--- src/rtl/mmio_console_if.sv ---
// ---------------------------------------------------------------------------
// mmio_console_if
//   Bundles the CPU data-bus signals and the outgoing byte stream of the
//   memory-mapped console.
//   master : CPU / stream sink side (drives addr, wr_sig, wr_data, tx_ready)
//   slave  : console side (drives sel, rd_data, tx_valid, tx_data)
//   addr     32  CPU data address
//   wr_sig    1  CPU store strobe
//   wr_data  32  CPU store data
//   sel       1  address falls in the console window
//   rd_data  32  read data, zero outside the window
//   tx_valid  1  FIFO head available
//   tx_data   8  FIFO head byte
//   tx_ready  1  sink accepts the head byte
// ---------------------------------------------------------------------------
interface mmio_console_if;
    logic [31:0] addr;
    logic        wr_sig;
    logic [31:0] wr_data;
    logic        sel;
    logic [31:0] rd_data;
    logic        tx_valid;
    logic [7:0]  tx_data;
    logic        tx_ready;

    modport master (
        output addr, wr_sig, wr_data, tx_ready,
        input  sel, rd_data, tx_valid, tx_data
    );

    modport slave (
        input  addr, wr_sig, wr_data, tx_ready,
        output sel, rd_data, tx_valid, tx_data
    );
endinterface

--- src/rtl/mmio_console.sv ---
// ---------------------------------------------------------------------------
// mmio_console
//   Memory-mapped console responder on the CPU data bus. Byte stores to DATA
//   are queued in a first-word-fall-through FIFO and drained on a valid/ready
//   byte stream. STATUS and a popped-byte counter can be polled by software.
//   Register window (16 bytes at BASE_ADDR):
//     0x0 DATA    W: push wr_data[7:0]          R: 0
//     0x4 STATUS  R: {overflow[9], full[8], count[CW-1:0]}
//     0x8 CTRL    W: bit0 clear overflow, bit1 flush   R: 0
//     0xC TXCOUNT R: bytes popped since reset (wrapping)
//   Ports:
//     clk    rising-edge clock
//     reset  synchronous active-high reset
//     bus    slave modport of mmio_console_if (CPU bus + byte stream)
// ---------------------------------------------------------------------------
module mmio_console #(
    parameter logic [31:0] BASE_ADDR = 32'h0000_1000,
    parameter int          DEPTH     = 16
) (
    input  logic            clk,
    input  logic            reset,
    mmio_console_if.slave   bus
);

    localparam int             CW         = $clog2(DEPTH + 1);
    localparam int             AW         = $clog2(DEPTH);
    localparam logic [CW-1:0]  FULL_COUNT = CW'(DEPTH);

    logic [7:0]    r_mem [DEPTH];
    logic [AW-1:0] r_wrPtr;
    logic [AW-1:0] r_rdPtr;
    logic [CW-1:0] r_count;
    logic          r_overflow;
    logic [31:0]   r_txCount;

    logic          w_sel;
    logic [1:0]    w_offset;
    logic          w_push;
    logic          w_ctrlWr;
    logic          w_flush;
    logic          w_clrOvf;
    logic          w_full;
    logic          w_valid;
    logic          w_pop;
    logic          w_accept;
    logic [31:0]   w_status;

    // Address decode and per-cycle push/pop qualification. A push into a full
    // FIFO is still accepted when a pop frees a slot in the same cycle.
    always_comb begin
        w_sel    = (bus.addr[31:4] == BASE_ADDR[31:4]);
        w_offset = bus.addr[3:2];
        w_push   = bus.wr_sig && w_sel && (w_offset == 2'd0);
        w_ctrlWr = bus.wr_sig && w_sel && (w_offset == 2'd2);
        w_flush  = w_ctrlWr && bus.wr_data[1];
        w_clrOvf = w_ctrlWr && bus.wr_data[0];
        w_full   = (r_count == FULL_COUNT);
        w_valid  = (r_count != '0);
        w_pop    = w_valid && bus.tx_ready;
        w_accept = w_push && (!w_full || w_pop);
    end

    // FIFO bookkeeping, overflow flag and popped-byte counter. Flush pre-empts
    // a same-cycle pop, so the discarded head byte is never counted.
    always_ff @(posedge clk) begin
        if (reset) begin
            r_wrPtr    <= '0;
            r_rdPtr    <= '0;
            r_count    <= '0;
            r_overflow <= 1'b0;
            r_txCount  <= '0;
        end else begin
            if (w_flush) begin
                r_wrPtr <= '0;
                r_rdPtr <= '0;
                r_count <= '0;
            end else begin
                if (w_accept) begin
                    r_wrPtr <= r_wrPtr + AW'(1);
                end
                if (w_pop) begin
                    r_rdPtr   <= r_rdPtr + AW'(1);
                    r_txCount <= r_txCount + 32'd1;
                end
                if (w_accept && !w_pop) begin
                    r_count <= r_count + CW'(1);
                end else if (!w_accept && w_pop) begin
                    r_count <= r_count - CW'(1);
                end
            end
            if (w_clrOvf) begin
                r_overflow <= 1'b0;
            end else if (w_push && !w_accept) begin
                r_overflow <= 1'b1;
            end
        end
    end

    // Byte storage; contents are don't-care after reset, so no reset here.
    always_ff @(posedge clk) begin
        if (w_accept) begin
            r_mem[r_wrPtr] <= bus.wr_data[7:0];
        end
    end

    // Read mux and stream outputs, all combinational from address and state.
    always_comb begin
        w_status              = '0;
        w_status[CW-1:0]      = r_count;
        w_status[8]           = w_full;
        w_status[9]           = r_overflow;
        bus.sel               = w_sel;
        bus.rd_data           = '0;
        if (w_sel) begin
            case (w_offset)
                2'd1:    bus.rd_data = w_status;
                2'd3:    bus.rd_data = r_txCount;
                default: bus.rd_data = '0;
            endcase
        end
        bus.tx_valid = w_valid;
        bus.tx_data  = r_mem[r_rdPtr];
    end

endmodule

--- src/flat_wrapper.sv ---
// flat-port wrapper written by rule: the top's interface ports become plain ports
module mmio_console_flat 
#(
    parameter logic [31:0] BASE_ADDR = 32'h0000_1000,
    parameter int          DEPTH     = 16
)
  (clk, reset, bus_addr, bus_wr_sig, bus_wr_data, bus_tx_ready, bus_sel, bus_rd_data, bus_tx_valid, bus_tx_data);
  mmio_console_if bus_i ();
  input  logic clk;
  input  logic reset;
  input wire logic [$bits(bus_i.addr)-1:0] bus_addr;
  input wire logic [$bits(bus_i.wr_sig)-1:0] bus_wr_sig;
  input wire logic [$bits(bus_i.wr_data)-1:0] bus_wr_data;
  input wire logic [$bits(bus_i.tx_ready)-1:0] bus_tx_ready;
  output wire logic [$bits(bus_i.sel)-1:0] bus_sel;
  output wire logic [$bits(bus_i.rd_data)-1:0] bus_rd_data;
  output wire logic [$bits(bus_i.tx_valid)-1:0] bus_tx_valid;
  output wire logic [$bits(bus_i.tx_data)-1:0] bus_tx_data;
  assign bus_i.addr = bus_addr;
  assign bus_i.wr_sig = bus_wr_sig;
  assign bus_i.wr_data = bus_wr_data;
  assign bus_i.tx_ready = bus_tx_ready;
  assign bus_sel = bus_i.sel;
  assign bus_rd_data = bus_i.rd_data;
  assign bus_tx_valid = bus_i.tx_valid;
  assign bus_tx_data = bus_i.tx_data;
  mmio_console #(.BASE_ADDR(BASE_ADDR), .DEPTH(DEPTH)) u_core (.clk(clk), .reset(reset), .bus(bus_i));
endmodule
--- config.mk ---
export PLATFORM = sky130hd
export DESIGN_NAME = mmio_console_flat
export DESIGN_NICKNAME = d
export VERILOG_FILES = /design/src/rtl/mmio_console_if.sv /design/src/rtl/mmio_console.sv /design/src/flat_wrapper.sv
export SDC_FILE = /design/constraint.sdc
export NUM_CORES = 1
export LEC_CHECK = 0
export BUFFER_PORTS_ARGS = -buffer_cell sky130_fd_sc_hd__clkbuf_2
export CORE_ASPECT_RATIO = 0.5
export CORE_MARGIN = 10
export CORE_UTILIZATION = 55
export DETAILED_ROUTE_END_ITERATION = 10
export GPL_TIMING_DRIVEN = 1
export PLACE_DENSITY = 0.83
export SYNTH_ARGS = -nofsm -noshare
export SYNTH_HDL_FRONTEND = slang
export SYNTH_SLANG_ARGS = --single-unit
--- constraint.sdc ---
create_clock -name clk -period 5.18 [get_ports clk]
set_input_delay 0.518 -clock clk [delete_from_list [all_inputs] [get_ports clk]]
set_output_delay 0.518 -clock clk [all_outputs]
set_load 0.1 [all_outputs]
==> results of run 1 <==
## layout make-up
| type | count | area, um2 |
|---|---|---|
| Clock buffer | 17 | 425 |
| Clock inverter | 15 | 199 |
| Fill cell | 1000 | 4730 |
| Inverter | 18 | 67.6 |
| Multi-Input combinational cell | 326 | 2720 |
| Sequential cell | 178 | 4850 |
| Tap cell | 192 | 240 |
| Timing Repair Buffer | 86 | 438 |
## flip-flops by register name (all words and copies together), names as in the netlist, named ones only
register           flops
u_core.r_count         5
u_core.r_txCount      32
u_core.r_overflow      1
u_core.r_rdPtr         4
u_core.r_wrPtr         4
u_core.r_mem         128
## kinds of logic (layout without fill, tap and decap cells)
logic type,after synthesis,in the layout,share of synthesized area (%)
buf+inv,44,136,2.50
fa+ha+maj,11,11,1.87
simple gates,176,176,13.1
mux,50,50,12.9
compound gates,77,77,5.81
xor+xnor,12,12,1.35
flops,178,178,62.5
## power by group through the flow
stage | logic [mW] | clock network, mW | registers, mW
final | 0.763 | 1.31 | 1.65
after global routing | 0.810 | 1.39 | 1.67
after CTS | 0.768 | 1.33 | 1.65
after detailed placement | 0.761 | 0 | 1.69
after global placement | 0.747 | 0 | 1.68
after floorplan | 0.682 | 0 | 1.61
## metrics by stage
step                      area (um2)  hold slack (ps)  utilization [%]  setup WS, ps
after floorplan                 7760              454                -          1230
after global placement          8310              470             60.8          1940
after detailed placement        8310              477             60.8          1860
after CTS                       8930              410             65.4          1470
after global routing            8930              483             65.4          1310
final                           8930              422             65.4          1530
## worst max path at each step
stage / startpoint / cells past startpoint / slack, ps / to
final: register / 4 / 1530 / bus_tx_data[6]
after global routing: register / 4 / 1310 / bus_tx_data[6]
after CTS: register / 4 / 1470 / bus_tx_data[4]
after detailed placement: bus_addr[13] / 12 / 1860 / u_core.r_count[4]
after global placement: register / 4 / 1940 / bus_tx_data[5]
after floorplan: bus_addr[13] / 5 / 1230 / bus_rd_data[15]
## worst min-delay path, cell delays in order
cell and delay (ps):
clkbuf_2 110, nor3_1 50, nor2_1 80, nor4_1 50
## routing by layer
metal	vias up	global-route usage (%)
met2	179	29.4
met3	27	4.69
met1	2422	21.9
li1	2272	-
met5	-	0
met4	0	6.07
## placed cells by master (no fill, tap or decap), drive strengths merged, types with 10 or more instances in the layout
cell type,synthesis,layout
edfxtp,128,128
clkbuf,13,100
dfxtp,50,50
mux4,40,40
a21oi,38,38
and2,35,35
nor2,34,34
inv,18,24
o21ai,22,22
nand2,21,21
or3,20,20
nand3,14,14
nand4,11,11
nor4,11,11
ha,10,10
==> results by group, run 1 <==
Detailed routing
  • DRT iter0 DRCs: 553
  • WL per Instance: 20.8 um
  • Routed wl met2: 8560 um
  • Top Metal Used: met4
  • First-pass DRT Iterations: 5
  • Metal-1 WL: 7330 um
  • ANT nets after route: 0
  • DR vias: 4,900
  • DR WL met3: 1120 um
  • DRC errors left: 0
  • Via density: 5.89
  • WL final: 17,300 um

Synthesis
  • Seq/Total Area, Yosys: 62.5%
  • Synth cell types: 46
  • Prevailing post-synth register cell: edfxtp_1
  • Yosys top cell by area: edfxtp_1
  • Most frequent cell after synthesis: edfxtp_1
  • Post-synth EDFFs: 128
  • Synth Cell Area: 0.00776 mm2
  • Mean Syn Cell Area: 14.2 um2
  • Cell count after synthesis: 548
  • Top cells by area, synth: edfxtp_1, dfxtp_1, mux4_2, and2_1, a21oi_1
  • Syn Nets: 627
  • Ys async rst share: 0%
  • Yosys warns: 0
  • Synth Register Bits: 178
  • Share of the synthesized area in the top cell type: 49.5%
  • Most frequent cells after synthesis: edfxtp_1, dfxtp_1, mux4_2, a21oi_1, and2_1

Worst setup path
  • Cell mode on critical path: mux4_2
  • Startpoint types: register
  • Worst path arrival time: 3130 ps
  • Required @ worst endpoint: 4660 ps
  • Top Family by Delay on Critical Path: multiplexers
  • CP cell instances: buf_4 -> mux4_2 -> mux4_2 -> clkbuf_2
  • Worst path slowest cell: dfxtp_2
  • CP peak stage delay: 970 ps
  • Worst Reg-to-Reg Cells: 11
  • Critical path type: reg2out
  • Crit-path max FO: 27
  • RR Startpoint: u_core.r_count[0]
  • R2R Setup Slk: 2160 ps
  • CP bufs+invs: 2
  • Crit. End Element: output port
  • Reg-to-Reg End: u_core.r_count[4]

Layout
  • Fin cells: 832
  • Syn-to-layout area delta: 15.2%
  • ANT cells: 0
  • Fraction of layout cells with a size suffix above 1: 27.2%
  • Layout Nets: 706

Placement
  • Port bufs: 83
  • DP HPWL: 11,100 um
  • Placed cell count: 800
  • RePlAce Congestion: 0.795

Clock tree
  • TritonCTS buffer count: 17
  • Setup repair bufs after CTS: 0
  • H-tree depth: 4
  • Root Driver: clkbuf_16
  • CTS tree: yes
  • Hold buffer count at cts: 0
  • Post-cts sizing count: 0
  • Clock buffer depth: 2
  • CTS clock-pin slew for the worst setup and hold paths: 70 ps
  • Worst-Skew Late Latency: 440 ps
  • Clock sinks: 178

Power and ir drop
  • Pwr Total: 3.72 mW
  • P per Cell Area: 417 mW/mm2
  • Max IR drop VDD: 241 uV
  • Sequential power share: 44.3%
  • Sw Share: 32.0%
  • P_sw: 1.19 mW
  • Power share of the combinational group: 20.5%
  • Leak Pwr: 3.02 nW
  • Internal power: 2.53 mW
  • Clock group share of total power: 35.2%

Global routing
  • Grt ovf: 0
  • Largest net degree at the start of global routing: 36
  • GR Util All Layers: 17.7%
  • Vias in the first global route: 4,918
  • Antenna violations before repair: 0
  • First-pass GRT wire length: 27,000 um

STA
  • Period utilization: 70.4%
  • Slew @ Worst Pin: 1070 ps
  • Period minus WS final: 3650 ps
  • RSZ-0062 raised after global routing: false
  • Worst relative slew slack: 27.7%
  • Final hold viol count: 0
  • Fin. max-slew vios: 0
  • Setup TNS: 0 ps
  • Fmax: 274 MHz
  • Setup violators final: 0
  • Setup Skew: 12.1 ps

Floorplanning
  • Die area: 0.0195 mm2
  • Initial Util: 56.8%
  • IO Pins: 110
  • Die Width: 188 um
  • Die Height: 104 um
  • Rows: 30
  • Core ar.: 0.0137 mm2

Outcome
  • Status: finished clean

Worst hold path
  • Hold worst-path end: u_core.r_overflow
  • Worst Min Path Start: bus_tx_ready
  • Min-Delay Path Class: in2reg
  • Hold depth: 4

Job
  • MaxCap Viol Count: 0
Note: power is estimated with default switching activity, not from simulation.
==> run 2, diff against run 1 <==
==> constraint.sdc (replaced) <==
create_clock -name clk -period 3.7 [get_ports clk]
set_input_delay 0.37 -clock clk [delete_from_list [all_inputs] [get_ports clk]]
set_output_delay 0.37 -clock clk [all_outputs]
set_load 0.1 [all_outputs]
==> results by group, run 2 (synthesized netlist as in run 1, its figures left out) <==
Floorplanning
  • Initial Util: 56.8%
  • IO Pins: 110
  • Die area: 0.0195 mm2
  • Rows: 30
  • Core ar.: 0.0137 mm2
  • Die Width: 188 um
  • Die Height: 104 um

Worst hold path
  • Worst Min Path Start: bus_tx_ready
  • Min-Delay Path Class: in2reg

Clock tree
  • H-tree depth: 4
  • TritonCTS buffer count: 17
  • Post-cts sizing count: 0
  • Worst-Skew Late Latency: 440 ps
  • Setup repair bufs after CTS: 0
  • Clock sinks: 178
  • CTS tree: yes
  • Clock buffer depth: 2
  • CTS clock-pin slew for the worst setup and hold paths: 60 ps
  • Root Driver: clkbuf_16
  • Hold buffer count at cts: 0

STA
  • Worst relative slew slack: 50.8%
  • Period utilization: 85.5%
  • Period minus WS final: 3160 ps
  • Slew @ Worst Pin: 737 ps
  • Setup Skew: 13.8 ps
  • Setup violators final: 0
  • Fmax: 316 MHz
  • Final hold viol count: 0
  • Fin. max-slew vios: 0
  • Hold slack: 292 ps
  • Setup TNS: 0 ps
  • RSZ-0062 raised after global routing: false

Detailed routing
  • WL final: 17,300 um
  • DR vias: 4,962
  • DRT iter0 DRCs: 507
  • Via density: 5.92
  • First-pass DRT Iterations: 5
  • WL per Instance: 20.6 um
  • DRC errors left: 0
  • ANT nets after route: 0

Job
  • MaxCap Viol Count: 0

Global routing
  • Antenna violations before repair: 0
  • Grt ovf: 0
  • Largest net degree at the start of global routing: 36
  • GR Util All Layers: 17.9%
  • Vias in the first global route: 5,020
  • First-pass GRT wire length: 27,300 um

Placement
  • Port bufs: 83
  • RePlAce Congestion: 0.813
  • DP HPWL: 11,300 um

Power and ir drop
  • P per Cell Area: 572 mW/mm2
  • Max IR drop VDD: 353 uV
  • Leak Pwr: 3.07 nW

Layout
  • Syn-to-layout area delta: 16.1%
  • Fill cell total of the finished layout: 1,001
  • Layout Nets: 712
  • Largest regs: u_core.r_mem (128), u_core.r_txCount (32), u_core.r_count (5)
  • Max FFs per register: 128
  • Most frequent cells in the layout: edfxtp_1, clkbuf_2, dfxtp_1
  • ANT cells: 0
  • Biggest register: u_core.r_mem
  • Fraction of layout cells with a size suffix above 1: 27.9%
  • Most common cell after layout, fill and taps aside: edfxtp_1

Worst setup path
  • Cell mode on critical path: mux4_2
  • CP bufs+invs: 2
  • Worst path arrival time: 2790 ps
  • CP peak stage delay: 650 ps
  • Startpoint types: register
  • RR Startpoint: u_core.r_count[0]
  • CP cell instances: buf_12 -> mux4_2 -> mux4_2 -> clkbuf_2
  • Crit-path max FO: 20
  • Crit. End Element: output port
  • Worst path slowest cell: dfxtp_2
  • Required @ worst endpoint: 3330 ps
  • Critical path type: reg2out
  • Top Family by Delay on Critical Path: multiplexers

Outcome
  • Status: finished clean
[run 2: cell types whose count changed in the layout (fill, tap and decap cells not counted), sizes merged]
cell | previous run | this run
buf | 3 | 31
inv | 24 | 26
clkinv | 7 | 6
clkbuf | 100 | 78
clkinvlp | 2 | 1
[run 2: stage by stage]
stage / std cells / power [mW] / utilization (%) / area [um2] / setup WS (ps)
2_1_floorplan: 548 / 3.22 / - / 7760 / 48.6
3_3_place_gp: 806 / 3.42 / 61.6 / 8420 / 646
3_5_place_dp: 806 / 3.45 / 61.6 / 8420 / 490
4_1_cts: 838 / 5.20 / 65.9 / 9010 / 473
5_1_grt: 838 / 5.37 / 65.9 / 9010 / 379
6_report: 838 / 5.15 / 65.9 / 9010 / 538
[run 2: worst paths after layout]
path	endpoint	slack, ps	cells past startpoint
worst max register to register	u_core.r_count[4]	620	11
worst max-delay path	bus_tx_data[7]	540	4
worst min register to register	u_core.r_txCount[10]	500	2
worst min-delay path	u_core.r_overflow	290	4
[run 2: routing by layer]
metal  vias up  track usage, %  part of all wire [%]
met3        18            5.92                   7.1
li1       2284               -                     -
met4         0            3.86                  0.86
met1      2468            22.6                    42
met2       192            29.3                    50
met5         -               0                     0
[run 2: cell type report]
| cell class | count | area, um2 | area share, % |
|---|---|---|---|
| repair buffers | 92 | 551 | 6.11 |
| clock buffers | 17 | 425 | 4.72 |
| clock inverters | 15 | 160 | 1.78 |
| well taps | 192 | 240 | 2.67 |
| inverters | 18 | 67.6 | 0.750 |
| flip-flops and latches | 178 | 4850 | 53.8 |
| multi-input cells | 326 | 2720 | 30.2 |
[run 2: worst reg2reg max path: stages (launching register included)]
cell     delay [ps]
dfxtp_1         400
nor4_4          550
a31oi_1         170
and3_1          270
ha_1            250
inv_1           150
ha_1            290
a21o_1          170
a21oi_1         160
xnor2_1         120
or3_1           320
a21oi_1         150
[run 2: report_power, final]
part | switching, mW | leakage [nW] | internal [mW]
Clock | 0.849 | 0.286 | 0.905
Combinational | 0.670 | 1.23 | 0.462
Sequential | 0.0948 | 1.55 | 2.17
Total | 1.61 | 3.07 | 3.54
